==> src/rtl/aip_port_initiator.sv <==
// AIP bus initiator: runs one write burst, read burst or start-and-wait
// command at a time against a single AIP slave port.
module aip_port_initiator #(
  parameter int DATA_WORD  = 32,
  parameter int LEN_W      = 8,
  parameter int TMO_W      = 16,
  parameter int TMO_CYCLES = 50000
) (
  input  logic                 i_clk,
  input  logic                 i_rst_a,
  input  logic                 i_cmd_valid,
  output logic                 o_cmd_ready,
  input  logic [1:0]           i_cmd_op,
  input  logic [4:0]           i_cmd_config,
  input  logic [LEN_W-1:0]     i_cmd_len,
  input  logic [DATA_WORD-1:0] i_wr_data,
  input  logic                 i_wr_valid,
  output logic                 o_wr_ready,
  output logic [DATA_WORD-1:0] o_rd_data,
  output logic                 o_rd_valid,
  input  logic                 i_rd_ready,
  output logic                 o_done,
  output logic [1:0]           o_status,
  output logic [4:0]           o_configAIP,
  output logic [DATA_WORD-1:0] o_dataInAIP,
  output logic                 o_readAIP,
  output logic                 o_writeAIP,
  output logic                 o_startAIP,
  input  logic [DATA_WORD-1:0] i_dataOutAIP,
  input  logic                 i_intAIP
);

  typedef enum logic [2:0] {
    S_IDLE,
    S_WR,
    S_RD_REQ,
    S_RD_CAP,
    S_START,
    S_WAIT,
    S_DONE
  } state_t;

  localparam logic [TMO_W-1:0] TMO_LAST = TMO_W'(TMO_CYCLES - 1);
  localparam logic [LEN_W-1:0] LEN_ONE  = LEN_W'(1);
  localparam logic [1:0] ST_OK  = 2'b00;
  localparam logic [1:0] ST_TMO = 2'b01;
  localparam logic [1:0] ST_ILL = 2'b10;

  state_t               state_q, state_d;
  logic [LEN_W-1:0]     len_q, len_d;
  logic [TMO_W-1:0]     tmo_q, tmo_d;
  logic                 cmd_ready_q, cmd_ready_d;
  logic                 wr_ready_q, wr_ready_d;
  logic [DATA_WORD-1:0] rd_data_q, rd_data_d;
  logic                 rd_valid_q, rd_valid_d;
  logic                 done_q, done_d;
  logic [1:0]           status_q, status_d;
  logic [4:0]           cfg_q, cfg_d;
  logic [DATA_WORD-1:0] din_q, din_d;
  logic                 read_q, read_d;
  logic                 write_q, write_d;
  logic                 start_q, start_d;

  always_comb begin
    state_d     = state_q;
    len_d       = len_q;
    tmo_d       = tmo_q;
    cmd_ready_d = cmd_ready_q;
    wr_ready_d  = wr_ready_q;
    rd_data_d   = rd_data_q;
    rd_valid_d  = rd_valid_q;
    done_d      = 1'b0;
    status_d    = status_q;
    cfg_d       = cfg_q;
    din_d       = din_q;
    read_d      = 1'b0;
    write_d     = 1'b0;
    start_d     = 1'b0;
    unique case (state_q)
      S_IDLE: begin
        if (i_cmd_valid) begin
          cmd_ready_d = 1'b0;
          cfg_d       = i_cmd_config;
          len_d       = i_cmd_len;
          unique case (i_cmd_op)
            2'b00, 2'b01: begin
              if (i_cmd_len == '0) begin
                state_d  = S_DONE;
                done_d   = 1'b1;
                status_d = ST_OK;
              end else if (i_cmd_op == 2'b00) begin
                state_d    = S_WR;
                wr_ready_d = 1'b1;
              end else begin
                state_d = S_RD_REQ;
                read_d  = 1'b1;
              end
            end
            2'b10: begin
              state_d = S_START;
              start_d = 1'b1;
              tmo_d   = '0;
            end
            default: begin
              state_d  = S_DONE;
              done_d   = 1'b1;
              status_d = ST_ILL;
            end
          endcase
        end
      end
      S_WR: begin
        // wr_ready low here means the final strobe is on the bus now
        if (!wr_ready_q) begin
          state_d  = S_DONE;
          done_d   = 1'b1;
          status_d = ST_OK;
        end else if (i_wr_valid) begin
          din_d   = i_wr_data;
          write_d = 1'b1;
          len_d   = len_q - LEN_ONE;
          if (len_q == LEN_ONE) wr_ready_d = 1'b0;
        end
      end
      S_RD_REQ: state_d = S_RD_CAP;
      S_RD_CAP: begin
        if (!rd_valid_q) begin
          rd_data_d  = i_dataOutAIP;
          rd_valid_d = 1'b1;
        end else if (i_rd_ready) begin
          rd_valid_d = 1'b0;
          len_d      = len_q - LEN_ONE;
          if (len_q == LEN_ONE) begin
            state_d  = S_DONE;
            done_d   = 1'b1;
            status_d = ST_OK;
          end else begin
            state_d = S_RD_REQ;
            read_d  = 1'b1;
          end
        end
      end
      S_START: state_d = S_WAIT;
      S_WAIT: begin
        if (i_intAIP) begin
          state_d  = S_DONE;
          done_d   = 1'b1;
          status_d = ST_OK;
        end else if (tmo_q == TMO_LAST) begin
          state_d  = S_DONE;
          done_d   = 1'b1;
          status_d = ST_TMO;
        end else begin
          tmo_d = tmo_q + 1'b1;
        end
      end
      S_DONE: begin
        state_d     = S_IDLE;
        cmd_ready_d = 1'b1;
      end
      default: state_d = S_IDLE;
    endcase
  end

  always_ff @(posedge i_clk or negedge i_rst_a) begin
    if (!i_rst_a) begin
      state_q     <= S_IDLE;
      len_q       <= '0;
      tmo_q       <= '0;
      cmd_ready_q <= 1'b1;
      wr_ready_q  <= 1'b0;
      rd_data_q   <= '0;
      rd_valid_q  <= 1'b0;
      done_q      <= 1'b0;
      status_q    <= '0;
      cfg_q       <= '0;
      din_q       <= '0;
      read_q      <= 1'b0;
      write_q     <= 1'b0;
      start_q     <= 1'b0;
    end else begin
      state_q     <= state_d;
      len_q       <= len_d;
      tmo_q       <= tmo_d;
      cmd_ready_q <= cmd_ready_d;
      wr_ready_q  <= wr_ready_d;
      rd_data_q   <= rd_data_d;
      rd_valid_q  <= rd_valid_d;
      done_q      <= done_d;
      status_q    <= status_d;
      cfg_q       <= cfg_d;
      din_q       <= din_d;
      read_q      <= read_d;
      write_q     <= write_d;
      start_q     <= start_d;
    end
  end

  assign o_cmd_ready = cmd_ready_q;
  assign o_wr_ready  = wr_ready_q;
  assign o_rd_data   = rd_data_q;
  assign o_rd_valid  = rd_valid_q;
  assign o_done      = done_q;
  assign o_status    = status_q;
  assign o_configAIP = cfg_q;
  assign o_dataInAIP = din_q;
  assign o_readAIP   = read_q;
  assign o_writeAIP  = write_q;
  assign o_startAIP  = start_q;

endmodule

==> config.mk <==
export PLATFORM = sky130hd
export DESIGN_NAME = aip_port_initiator
export DESIGN_NICKNAME = d
export VERILOG_FILES = /design/src/rtl/aip_port_initiator.sv
export SDC_FILE = /design/constraint.sdc
export NUM_CORES = 1
export LEC_CHECK = 0
export BUFFER_PORTS_ARGS = -buffer_cell sky130_fd_sc_hd__clkbuf_2
export CELL_PAD_IN_SITES_DETAIL_PLACEMENT = 1
export CELL_PAD_IN_SITES_GLOBAL_PLACEMENT = 2
export CORE_MARGIN = 4
export CORE_UTILIZATION = 25
export DETAILED_ROUTE_END_ITERATION = 7
export PLACE_DENSITY_LB_ADDON = 0.1
export SLEW_MARGIN = 20
export SYNTH_ARGS = -nofsm -noshare
export SYNTH_HDL_FRONTEND = slang
export SYNTH_SLANG_ARGS = --single-unit
==> constraint.sdc <==
create_clock -name i_clk -period 2.2 [get_ports i_clk]
set_clock_uncertainty 0.15 [all_clocks]
set_input_delay 0.22 -clock i_clk [delete_from_list [all_inputs] [get_ports i_clk]]
set_output_delay 0.22 -clock i_clk [all_outputs]
set_load 0.02 [all_outputs]
==> reports/metrics.csv, run 1 <==
stage,metric,value,unit
die,core area,18300,µm²
sta,shortest clock period the worst path allows after layout,2060,ps
min_path,Hold Startpoint,i_cmd_len[0],
synthesis,number of synthesis warnings,0,
cts,number of buffers created by CTS,9,
drt,Met2 Routed Length,6.42,mm
drt,antenna-violating nets left,0,
layout,fraction of layout instances using a drive strength above 1,0.441,
power,total power after layout,8.97,mW
sta,RSZ-0062 raised after global routing,no,
status,result of the run,finished clean,
grt,global-route wire length before repair,23.3,mm
cts,number of buffers inserted to repair setup after CTS,0,
synthesis,Synth Cell Area,4710,µm²
setup_path,Worst EP arrival,2140,ps
setup_path,"critical path fanouts, max",4,
synthesis,sequential-to-total area share from yosys stat,0.558,
setup_path,R2R Setup Slk,140,ps
synthesis,Syn Area/Cell,12.6,µm²
layout,number of nets in the layout,711,
die,die width,145,µm
cts,buffer type at the clock tree root,sky130_fd_sc_hd__clkbuf_16,
layout,synth-to-layout area growth,46.6,%
cts,level count of the clock H-tree,3,
setup_path,type of the worst setup path,reg2reg,
layout,antenna diode instance count,0,
placement,worst setup timing slack at the placement stage,93.6,ps
synthesis,Post-synth EDFFs,0,
drt,uppermost signal routing layer after detailed routing,met4,
sta,relative slew slack,0.663,
min_path,depth of the worst hold-timing path,3,
placement,Port Buffers,162,
cts,CTS sink count,105,
cts,clk buf depth,2,
min_path,end of the worst hold path,len_q[0]$_DFFE_PN0P_,
placement,last weighted congestion value of the routability-driven placer,0.765,
setup_path,Worst setup SP type,flop,
drt,number of vias per cell,4.52,
drt,number of vias after detailed routing,3876,
placement,half-perimeter wire length after detailed placement,10.4,mm
drt,starting DRC count in detailed routing,172,
synthesis,Post-Syn Nets,462,
grt,remaining global-route overflow,0,
grt,vias in the first global route,4123,
drt,routed wire length per instance,16.5,µm
power,"IR drop worst, VDD",0.000490,V
job,number of violations of the max-capacitance limit,0,
power,static power due to leakage,3.36,nW
cts,clock transition time at the flip-flop clock pins of the worst setup and hold paths,70,ps
die,number of placement rows,49,
die,vertical die dimension,145,µm
min_path,Hold Crit Class,in2reg,
die,num ports,163,
synthesis,proportion of register bits with asynchronous set or reset after synthesis,1.00,
setup_path,critical path endpoint category,flop,
drt,met3 WL post-DR,783,µm
drt,WL final,14.2,mm
power,PwrDens,1300,nW/µm²
synthesis,count of mapped cells out of synthesis,374,
synthesis,Synth Register Bits,105,
grt,pin count of the biggest net entering global routing,40,
sta,max frequency,486,MHz
sta,max-slew violation count,0,
sta,final worst-path setup slack,143,ps
die,die area,21100,µm²
cts,clock latency of the later-clocked register in the worst-skew pair,350,ps
sta,number of endpoints failing setup at the final stage,0,
synthesis,most common flop cell mapped by yosys,sky130_fd_sc_hd__dfrtp_1,
sta,final cycle utilization of the critical path,0.935,
synthesis,count of different cell masters after synthesis,51,
sta,Final Hold Vio Count,0,
die,starting density of the core,0.258,
drt,number of detailed-route iterations in the first pass,4,
setup_path,endpoint of the worst-slack reg-to-reg timing path,len_q[6]$_DFFE_PN0P_,
sta,worst-case hold slack,34.3,ps
setup_path,launching instance or port of the critical path,len_q[0]$_DFFE_PN0P_,
grt,number of antenna violations at the first check in global routing,0,
sta,pin slew with the least headroom to its limit,501,ps
setup_path,WP data required,2290,ps
sta,aggregate negative setup slack,0,ps
cts,TritonCTS clock tree,built,
drt,detailed-route DRC error count,0,
setup_path,worst r2r src,len_q[0]$_DFFE_PN0P_,
grt,Tot GR Track Use,0.137,
drt,metal1 wirelength,6.83,mm
setup_path,logic depth of the worst register-to-register path,7,
==> flip-flops by register name, summed over array words and instances, names as in the netlist, 2 cells and up <==
name and flops:
o_dataInAIP 32, o_rd_data 32, tmo_q 16, len_q 8
o_configAIP 5, state_q 3, o_status 2
==> worst max-delay path, cell delays in order (launching register included) <==
cell and delay [ps]:
sky130_fd_sc_hd__dfrtp_1 410, sky130_fd_sc_hd__inv_1 110, sky130_fd_sc_hd__ha_1 190, sky130_fd_sc_hd__or3b_4 400, sky130_fd_sc_hd__or3_1 340, sky130_fd_sc_hd__nor3_1 150, sky130_fd_sc_hd__mux2i_1 100, sky130_fd_sc_hd__o311ai_0 110
==> cell usage in the layout, fill, tap and decap left out, types with 3 or more instances in the layout <==
master,Yosys,final
sky130_fd_sc_hd__a21oi_1,16,16
sky130_fd_sc_hd__and3_1,5,5
sky130_fd_sc_hd__buf_12,0,3
sky130_fd_sc_hd__buf_4,4,19
sky130_fd_sc_hd__clkbuf_16,0,9
sky130_fd_sc_hd__clkbuf_2,0,161
sky130_fd_sc_hd__clkinv_4,0,3
sky130_fd_sc_hd__dfrtp_1,104,103
sky130_fd_sc_hd__dlygate4sd3_1,0,71
sky130_fd_sc_hd__ha_1,3,3
sky130_fd_sc_hd__inv_1,12,12
sky130_fd_sc_hd__mux2_1,4,4
sky130_fd_sc_hd__mux2_2,37,37
sky130_fd_sc_hd__mux2_4,29,29
sky130_fd_sc_hd__nand2_1,22,22
sky130_fd_sc_hd__nand2b_1,5,5
sky130_fd_sc_hd__nand3_1,17,17
sky130_fd_sc_hd__nand4_1,6,6
sky130_fd_sc_hd__nor2_1,14,14
sky130_fd_sc_hd__nor3_1,7,7
sky130_fd_sc_hd__o211ai_1,3,3
sky130_fd_sc_hd__o21ai_0,17,17
sky130_fd_sc_hd__o22ai_1,5,5
sky130_fd_sc_hd__or3_1,7,7
sky130_fd_sc_hd__xor2_1,8,8
==> cells in the mapped netlist (6+ instances only) <==
| library cell | instances | area, µm² |
|---|---|---|
| sky130_fd_sc_hd__nor3_1 | 7 | 35.0 |
| sky130_fd_sc_hd__or3_1 | 7 | 43.8 |
| sky130_fd_sc_hd__inv_1 | 12 | 45.0 |
| sky130_fd_sc_hd__nand2_1 | 22 | 82.6 |
| sky130_fd_sc_hd__nor2_1 | 14 | 52.6 |
| sky130_fd_sc_hd__mux2_4 | 29 | 435 |
| sky130_fd_sc_hd__a21oi_1 | 16 | 80.1 |
| sky130_fd_sc_hd__xor2_1 | 8 | 70.1 |
| sky130_fd_sc_hd__dfrtp_1 | 104 | 2600 |
| sky130_fd_sc_hd__nand4_1 | 6 | 37.5 |
| sky130_fd_sc_hd__mux2_2 | 37 | 417 |
| sky130_fd_sc_hd__nand3_1 | 17 | 85.1 |
| sky130_fd_sc_hd__o21ai_0 | 17 | 85.1 |
==> per-layer routing <==
| metal | GRT usage | vias up |
|---|---|---|
| met5 | 0 | - |
| met3 | 0.0455 | 12 |
| met4 | 0.0328 | 0 |
| met2 | 0.216 | 116 |
| met1 | 0.182 | 1912 |
| li1 | - | 1836 |
==> worst max-delay path by stage <==
stage	to	slack, ps	cells after the start
finish	len_q[6]$_DFFE_PN0P_	140	7
global route	len_q[6]$_DFFE_PN0P_	5	7
CTS	len_q[6]$_DFFE_PN0P_	40	7
detailed placement	len_q[6]$_DFFE_PN0P_	90	7
global placement	len_q[6]$_DFFE_PN0P_	50	7
floorplan	len_q[6]$_DFFE_PN0P_	230	7
==> cell families after synthesis <==
family / count (synthesis) / synth area share
flops: 105 / 0.558
simple gates: 100 / 0.116
mux: 72 / 0.195
compound gates: 57 / 0.0749
buf+inv: 29 / 0.0340
xor+xnor: 8 / 0.0149
fa+ha+maj: 3 / 0.00797
==> through the flow <==
stage	cells	instance area, µm²	utilization
2_1_floorplan	374	4710	-
3_3_place_gp	770	5900	0.323
3_5_place_dp	770	5900	0.323
4_1_cts	857	6900	0.378
5_1_grt	857	6910	0.378
6_report	857	6910	0.378
==> timing repair <==
item,4_1_cts,5_1_grt
setup endpoints to repair,0,8
hold buffers,71,0
gates resized for setup,0,3
endpoints found under the hold margin,122,0
==> area by class of cell <==
cell class | count | area (µm²)
fillers | 2024 | 11400
flip-flops and latches | 105 | 2630
multi-input cells | 240 | 1930
repair buffers | 254 | 1720
well taps | 229 | 287
clock buffers | 10 | 229
clock inverters | 6 | 62.6
inverters | 13 | 48.8
==> power by group <==
group          internal, mW  leakage (nW)  total [mW]  switching, mW
registers              2.75          1.29        3.28          0.530
clock network         0.798         0.142        1.60          0.800
logic                  1.86          1.93        4.09           2.23
No activity file was read; power rests on OpenSTA's default activity.
==> inputs of run 2 (changes only) <==
--- a/config.mk
+++ b/config.mk
@@ -12,6 +12,8 @@
 export CORE_UTILIZATION = 25
 export DETAILED_ROUTE_END_ITERATION = 7
 export PLACE_DENSITY_LB_ADDON = 0.1
+export REMOVE_ABC_BUFFERS = 1
+export SETUP_SLACK_MARGIN = 0.4
 export SLEW_MARGIN = 20
 export SYNTH_ARGS = -nofsm -noshare
 export SYNTH_HDL_FRONTEND = slang
==> run 2 against run 1 <==
Effect of this change: critical path depth is the same; cell count grew 3.9%; die area is the same; fmax grew 9.0%; worst hold slack lost 5.8 ps; first-iteration DRC count shrank 49%.
==> reports/metrics.csv, run 2 (synthesis gave the netlist of run 1 again) <==
stage,metric,value,unit
status,result of the run,finished clean,
sta,relative slew slack,0.625,
die,num ports,163,
die,starting density of the core,0.258,
power,Int Power,6.07,mW
setup_path,slowest CP cell,sky130_fd_sc_hd__dfrtp_1,
placement,last weighted congestion value of the routability-driven placer,0.740,
grt,pin count of the biggest net entering global routing,49,
layout,number of nets in the layout,744,
drt,number of vias after detailed routing,4052,
drt,starting DRC count in detailed routing,87,
sta,RSZ-0062 raised after global routing,yes,
layout,most frequent standard cell in the layout excluding fill and tap cells,sky130_fd_sc_hd__clkbuf_2,
setup_path,Worst setup SP type,flop,
layout,fraction of layout instances using a drive strength above 1,0.546,
drt,number of vias per cell,4.55,
drt,antenna-violating nets left,0,
sta,shortest clock period the worst path allows after layout,1890,ps
grt,global-route wire length before repair,23.0,mm
placement,half-perimeter wire length after detailed placement,9.76,mm
setup_path,critical path endpoint category,flop,
setup_path,critical-path cell list,inv_2 -> ha_4 -> or3b_4 -> or3_4 -> nor3_2 -> mux2i_1 -> o311ai_1,
die,die area,21100,µm²
layout,synth-to-layout area growth,63.5,%
cts,TritonCTS clock tree,built,
layout,most used cells in the layout excluding fill and tap cells,"sky130_fd_sc_hd__clkbuf_2, sky130_fd_sc_hd__dfrtp_1, sky130_fd_sc_hd__dlygate4sd3_1",
setup_path,type of the worst setup path,reg2reg,
setup_path,WP data required,2300,ps
cts,number of buffers created by CTS,9,
cts,CTS sink count,105,
power,sequential cell fraction of total power,0.336,
die,die width,145,µm
sta,pin slew with the least headroom to its limit,557,ps
drt,routed wire length per instance,17.0,µm
power,logic gate share of total power,0.505,
grt,Tot GR Track Use,0.134,
setup_path,Worst EP arrival,1990,ps
layout,antenna diode instance count,0,
sta,Final Hold Vio Count,0,
cts,clock transition time at the flip-flop clock pins of the worst setup and hold paths,80,ps
job,number of violations of the max-capacitance limit,0,
power,PwrDens,1280,nW/µm²
grt,number of antenna violations at the first check in global routing,0,
power,clock share of power,0.159,
power,"IR drop worst, VDD",0.000650,V
placement,Port Buffers,162,
cts,clock latency of the later-clocked register in the worst-skew pair,350,ps
sta,final cycle utilization of the critical path,0.858,
sta,max-slew violation count,0,
power,switching power total,3.80,mW
layout,Final Core Density,0.422,
cts,clk buf depth,2,
die,vertical die dimension,145,µm
min_path,Hold Crit Class,in2reg,
layout,FILL cells,1954,
grt,remaining global-route overflow,0,
drt,WL final,15.1,mm
power,fraction of power spent switching nets,0.385,
setup_path,"critical path fanouts, max",3,
die,number of placement rows,49,
sta,number of endpoints failing setup at the final stage,0,
setup_path,peak per-stage delay on the critical path,400,ps
drt,number of detailed-route iterations in the first pass,4,
sta,max frequency,530,MHz
cts,level count of the clock H-tree,3,
sta,aggregate negative setup slack,0,ps
grt,vias in the first global route,4355,
sta,worst-case hold slack,28.6,ps
power,static power due to leakage,3.71,nW
drt,detailed-route DRC error count,0,
die,core area,18300,µm²
cts,buffer type at the clock tree root,sky130_fd_sc_hd__clkbuf_16,
[run 2: cell count changes in the layout (fill, tap and decap cells not counted), sizes merged]
| cell | delta |
|---|---|
| dlygate4sd3 | +2 |
| clkinvlp | +2 |
| clkinv | -1 |
| clkbuf | +4 |
| buf | +26 |
[run 2: repair_timing]
item / CTS / global route
hold buffers: 73 / 0
buffers inserted: 12 / 11
cloned: 1 / 6
hold endpoints to repair: 129 / 0
pin swaps: 4 / 21
endpoints found under the setup margin: 92 / 96
resized for setup: 31 / 96
[run 2: area by class of cell]
cell class                 instances  area, µm²  area share
inverter                          13       51.3     0.00666
clock buffer                      10        229      0.0297
clock inverter                     6       52.6     0.00682
sequential                       105       2640       0.342
multi-input combinational        240       2340       0.303
timing repair inverter             1       7.51    0.000974
timing repair buffer             286       2100       0.273
tap                              229        287      0.0372
[run 2: worst paths after layout]
kind                                       from                        end  slack, ps  cells after the start
max reg2reg                len_q[0]$_DFFE_PN0P_       len_q[6]$_DFFE_PN0P_        310                      7
max in group asynchronous               i_rst_a     state_q[2]$_DFFE_PN0P_       1120                      3
min                                 i_cmd_op[0]        o_readAIP$_DFF_PN0_         30                      3
min reg2reg                len_q[7]$_DFFE_PN0P_       len_q[7]$_DFFE_PN0P_        350                      1
max                        len_q[0]$_DFFE_PN0P_       len_q[6]$_DFFE_PN0P_        310                      7
min in group asynchronous               i_rst_a  o_rd_data[24]$_DFFE_PN0P_        170                      2
[run 2: worst max-delay path, delay by kind of cell (launching register included)]
| kind | cells | cell delay [ps] |
|---|---|---|
| adders and majority gates | 1 | 130 |
| AOI/OAI and AO/OA | 1 | 90 |
| DFF | 1 | 400 |
| and+or+nand+nor | 3 | 840 |
| buffers and inverters | 1 | 90 |
| muxes | 1 | 90 |
[run 2: layer usage]
metal,part of all wire,routed length (µm),vias up,GRT usage
li1,-,-,1904,-
met5,0,0,-,0
met4,0.014,211,0,0.0413
met1,0.42,6380,2025,0.156
met3,0.059,886,16,0.0452
met2,0.51,7640,107,0.233
[run 2: per-stage QoR]
step / total power, mW / area, µm² / std cells / worst slack [ps]
floorplan: 5.78 / 4600 / 358 / -597
global placement: 7.23 / 5900 / 771 / 123
detailed placement: 7.30 / 5900 / 771 / 65.3
CTS: 9.31 / 7130 / 873 / 314
global route: 10.5 / 7700 / 890 / 226
finish: 9.88 / 7700 / 890 / 313
[run 2: power groups by stage]
stage               sequential [mW]  clock, mW  combinational (mW)
floorplan                      4.14          0                1.65
global placement               3.30          0                3.92
detailed placement             3.32          0                3.98
CTS                            3.29       1.65                4.38
global route                   3.44       1.73                5.35
finish                         3.32       1.57                4.99
